==> src/rtl/fetch_unit.sv <==
// Instruction-fetch stage: owns the PC, runs the imem req/ack handshake,
// and feeds decode through a one-entry IF/ID buffer backed by a skid slot.
module fetch_unit #(
    parameter logic [15:0] RESET_PC = 16'h0000,
    parameter logic [3:0]  HLT_OPC  = 4'b1111
) (
    input  logic        clk,
    input  logic        rst,
    input  logic        redirect,
    input  logic [15:0] redirect_pc,
    input  logic        stall,
    output logic        imem_req,
    output logic [15:0] imem_addr,
    input  logic        imem_ack,
    input  logic [15:0] imem_data,
    output logic        if_valid,
    output logic [15:0] if_instr,
    output logic [15:0] if_pc,
    output logic [15:0] if_pc_plus2,
    output logic        halted
);

    typedef enum logic [1:0] {
        BUSY,
        HOLD,
        HALT
    } state_t;

    state_t      state;
    logic [15:0] pc;
    logic [15:0] redir_pc;
    logic        squash;
    logic [15:0] skid_instr;
    logic [15:0] skid_pc;

    logic        can_load;
    logic [15:0] pc_next;
    logic [15:0] skid_pc_next;
    logic        data_hlt;
    logic        skid_hlt;

    assign imem_addr    = pc;
    assign can_load     = !stall || !if_valid;
    assign pc_next      = pc + 16'd2;
    assign skid_pc_next = skid_pc + 16'd2;
    assign data_hlt     = (imem_data[15:12] == HLT_OPC);
    assign skid_hlt     = (skid_instr[15:12] == HLT_OPC);

    always_ff @(posedge clk or posedge rst) begin
        if (rst) begin
            state       <= BUSY;
            pc          <= RESET_PC;
            redir_pc    <= 16'h0000;
            squash      <= 1'b0;
            skid_instr  <= 16'h0000;
            skid_pc     <= 16'h0000;
            imem_req    <= 1'b0;
            if_valid    <= 1'b0;
            if_instr    <= 16'h0000;
            if_pc       <= 16'h0000;
            if_pc_plus2 <= 16'h0000;
            halted      <= 1'b0;
        end else begin
            if (!stall) begin
                if_valid <= 1'b0;
            end
            if (redirect) begin
                if_valid <= 1'b0;
                halted   <= 1'b0;
                state    <= BUSY;
                imem_req <= 1'b1;
                // An issued request cannot be withdrawn: park the target
                // and throw away whatever comes back for the old address.
                if (state == BUSY && imem_req && !imem_ack) begin
                    squash   <= 1'b1;
                    redir_pc <= redirect_pc;
                end else begin
                    pc     <= redirect_pc;
                    squash <= 1'b0;
                end
            end else begin
                unique case (state)
                    BUSY: begin
                        imem_req <= 1'b1;
                        if (imem_ack) begin
                            if (squash) begin
                                pc     <= redir_pc;
                                squash <= 1'b0;
                            end else if (can_load) begin
                                if_valid    <= 1'b1;
                                if_instr    <= imem_data;
                                if_pc       <= pc;
                                if_pc_plus2 <= pc_next;
                                pc          <= pc_next;
                                if (data_hlt) begin
                                    state    <= HALT;
                                    halted   <= 1'b1;
                                    imem_req <= 1'b0;
                                end
                            end else begin
                                skid_instr <= imem_data;
                                skid_pc    <= pc;
                                pc         <= pc_next;
                                state      <= HOLD;
                                imem_req   <= 1'b0;
                            end
                        end
                    end
                    HOLD: begin
                        if (can_load) begin
                            if_valid    <= 1'b1;
                            if_instr    <= skid_instr;
                            if_pc       <= skid_pc;
                            if_pc_plus2 <= skid_pc_next;
                            if (skid_hlt) begin
                                state  <= HALT;
                                halted <= 1'b1;
                            end else begin
                                state    <= BUSY;
                                imem_req <= 1'b1;
                            end
                        end
                    end
                    HALT: begin
                        imem_req <= 1'b0;
                    end
                    default: begin
                        state <= BUSY;
                    end
                endcase
            end
        end
    end

endmodule

==> config.mk <==
export PLATFORM = sky130hd
export DESIGN_NAME = fetch_unit
export DESIGN_NICKNAME = d
export VERILOG_FILES = /design/src/rtl/fetch_unit.sv
export SDC_FILE = /design/constraint.sdc
export NUM_CORES = 1
export LEC_CHECK = 0
export CAP_MARGIN = 20
export CELL_PAD_IN_SITES_DETAIL_PLACEMENT = 1
export CELL_PAD_IN_SITES_GLOBAL_PLACEMENT = 2
export CORE_MARGIN = 1.5
export CORE_UTILIZATION = 36
export CTS_CLUSTER_SIZE = 28
export DETAILED_ROUTE_END_ITERATION = 7
export PLACE_DENSITY_LB_ADDON = 0.12
export SYNTH_ARGS = -nofsm -noshare
export SYNTH_HDL_FRONTEND = slang
export SYNTH_SLANG_ARGS = --single-unit
==> constraint.sdc <==
create_clock -name clk -period 5.3 [get_ports clk]
set_input_delay 0.53 -clock clk [delete_from_list [all_inputs] [get_ports clk]]
set_output_delay 0.53 -clock clk [all_outputs]
set_load 0.01 [all_outputs]
==> flow_summary.yaml <==
run_status:
  outcome: "finished clean"
cells_and_area:
  area_growth_pct: 30.4
  drive_gt1_share_pct: 15.3
  finalNonFillerCells: 876
  num_antenna_cells: 0
  fin_nets: 689
place:
  gp_congestion: 0.794
  pre_cts_ws_ns: 2.37
  portBuffers: 103
  dp_cells: 843
  hpwlAfterDp_mm: 11.0
sta:
  setup_viol: 0
  tns_ns: 0
  drv_slew: 0
  rsz0062_at_grt: "false"
  fin_ws_ns: 2.74
  min_period_ns: 2.56
  hold_viol_final: 0
  fin_skew_ns: 0.00719
  fin_crit_sh_pct: 48.2
  fmax_mhz: 391
  relSlewSlack_pct: 40.4
  tightestPinTransition_ns: 0.895
route:
  vias_per_cell: 5.16
  top_layer_used: "met4"
  dr_wl_met3_um: 710
  drt_iter0_drc: 147
  wl_mm: 16.0
  drc_errors: 0
  drt-met1-wl_mm: 7.67
  wl_met2_mm: 7.43
  dr.pass1.iters: 4
  ant_nets: 0
  vias: 4520
  wl_per_cell_um: 18.3
worst_setup_path:
  required_ns: 5.64
  path_cells: "inv_1 > ha_2 > buf_4 > inv_1 > a211oi_1 > a21oi_1 > nor2_1"
  worst_path_most_repeated_cell: "inv_1"
  worstPathMaxFanout: 41
  r2r_end: "halted"
  r2r_setup_slack_ns: 2.74
  end_kind: "register"
  critPathArrivalTime_ns: 2.89
  slowest_stage: "buf_4"
  r2r_start: "state[1]"
  crit_type: "register to register"
  slowest_delay_ns: 0.59
  cp-start-kind: "register"
  r2r_cells: 7
yosys:
  yosysWarnings: 0
  synth_edf_count: 0
  syn_nets: 603
  synth_fa_ha_area_share_pct: 1.06
  synth_compound_area_share_pct: 12.3
  seq_area_frac_synth_pct: 49.7
  synth_cells: 561
  synth-main-ff-cell: "dfrtp_1"
  synth_xor_area_share_pct: 3.57
  synth_top_family_by_area: "multiplexers"
  synthSimpleGateAreaFrac_pct: 12.9
  syn_area_mm2: 0.00589
  ys_types: 49
  synth_seq_cells: 117
  syn_area_per_cell_um2: 10.5
  synth.mux.area_fraction_pct: 16.1
  async_flop_share_pct: 100
pwr:
  irDropWorstVdd_v: 0.000265
  total_power_mw: 4.45
  p_per_area_mw_per_mm2: 580
  leakagePower_nw: 3.27
grt:
  antenna_found_initial: 0
  grt_pass1_wl_mm: 25.9
  grt_pass1_vias: 4863
  overflow: 0
  grtUsageTotal_pct: 20.0
  grt_max_degree: 70
floorplan:
  die_x_um: 131
  die-area_mm2: 0.0171
  rows: 46
  initial_core_util_pct: 36.9
  fp.dieH_um: 131
  io_pins: 104
  coreArea_mm2: 0.0159
clock_tree:
  cts_tree: "built"
  clock_latency_ns: 0.41
  cts_root_buffer: "clkbuf_16"
  cts_setup_buffers: 0
  cts.clk_slew.worst_paths_ns: 0.06
  clockBufferDepth: 2
  cts-resized-gates: 0
  clock-sinks: 117
  cts_hold_buffers: 0
  cts_buffers: 17
  htree_num_levels: 4
min_path:
  hold_depth: 2
  whs_endpoint: "if_instr[13]"
  hold_class: "register to register"
  hp-start: "if_instr[13]"
run:
  maxCapViolCount: 0
## logic make-up after synthesis
kind of cell	count (synthesis)
XOR/XNOR	24
AND/OR/NAND/NOR	146
buffers and inverters	55
AO/OA/AOI/OAI	125
adder cells (fa/ha/maj)	5
multiplexers	89
flip-flops	117
## where the power goes
part           switching [mW]  internal (mW)
registers               0.427           1.30
clock network           0.394          0.799
logic                   0.707          0.831
total                    1.53           2.93
## critical path: cells and delay by family, from the launching register on
kind | cells | cell delay (ns)
flip-flops | 1 | 0.39
adder cells (fa/ha/maj) | 1 | 0.18
buffers and inverters | 3 | 1.27
AND/OR/NAND/NOR | 1 | 0.11
AO/OA/AOI/OAI | 2 | 0.52
## worst max-delay path by stage
stage                   from               to  slack (ns)
floorplan                rst           halted        1.67
global placement    redirect         if_pc[0]        2.42
detailed placement  redirect  if_pc_plus2[11]        2.37
CTS                 state[0]  if_pc_plus2[11]        2.65
global route        state[1]           halted        2.53
finish              state[1]           halted        2.74
## synth_stat cells, types with 10 or more instances
cell type	instances	area [µm²]
nor2_1	23	86.3
xor2_1	10	87.6
mux2_2	46	518
inv_1	11	41.3
dfrtp_1	117	2930
a21oi_1	29	145
nand3_1	12	60.1
nand2_1	69	259
clkbuf_1	17	63.8
o21ai_0	57	285
buf_2	23	115
xnor2_1	14	123
mux2i_1	43	430
## cells in the final DEF (no fill, tap or decap), drive strengths merged, types with 11 or more instances in the layout
cell / synthesis / layout
dfrtp: 117 / 117
clkdlybuf4s50: 0 / 103
nand2: 69 / 69
o21ai: 66 / 66
mux2: 46 / 46
mux2i: 43 / 43
a21oi: 29 / 29
nor2: 24 / 24
clkbuf: 17 / 24
xnor2: 14 / 14
nand3: 12 / 12
inv: 11 / 11
## metal layers
metal / up-vias / track usage [%]
li1: 2168 / -
met1: 2228 / 26.5
met2: 105 / 32.9
met3: 19 / 3.99
met4: 0 / 6.98
met5: - / 0
## sequential cells by signal, indices dropped and copies added, names as in the netlist
| register | flops |
|---|---|
| imem_req | 1 |
| skid_instr | 16 |
| redir_pc | 16 |
| if_pc_plus2 | 15 |
| if_valid | 1 |
| halted | 1 |
| skid_pc | 16 |
| state | 2 |
| squash | 1 |
| if_pc | 16 |
| if_instr | 16 |
| imem_addr | 16 |
## metrics by stage
stage	hold slack (ns)	area, µm²	utilization, %
2_1_floorplan	0.479	5890	-
3_3_place_gp	0.461	7030	44.1
3_5_place_dp	0.467	7030	44.1
4_1_cts	0.481	7650	48.0
5_1_grt	0.506	7670	48.1
6_report	0.472	7670	48.1
## cell type report
type                            instances  area [µm²]
Fill cell                            1724        8270
Inverter                               11        43.8
Multi-Input combinational cell        389        2710
Clock buffer                           24         502
Sequential cell                       117        2930
Clock inverter                          8         120
Timing Repair Buffer                  111        1100
Tap cell                              216         270
(Power assumes the default switching activity.)
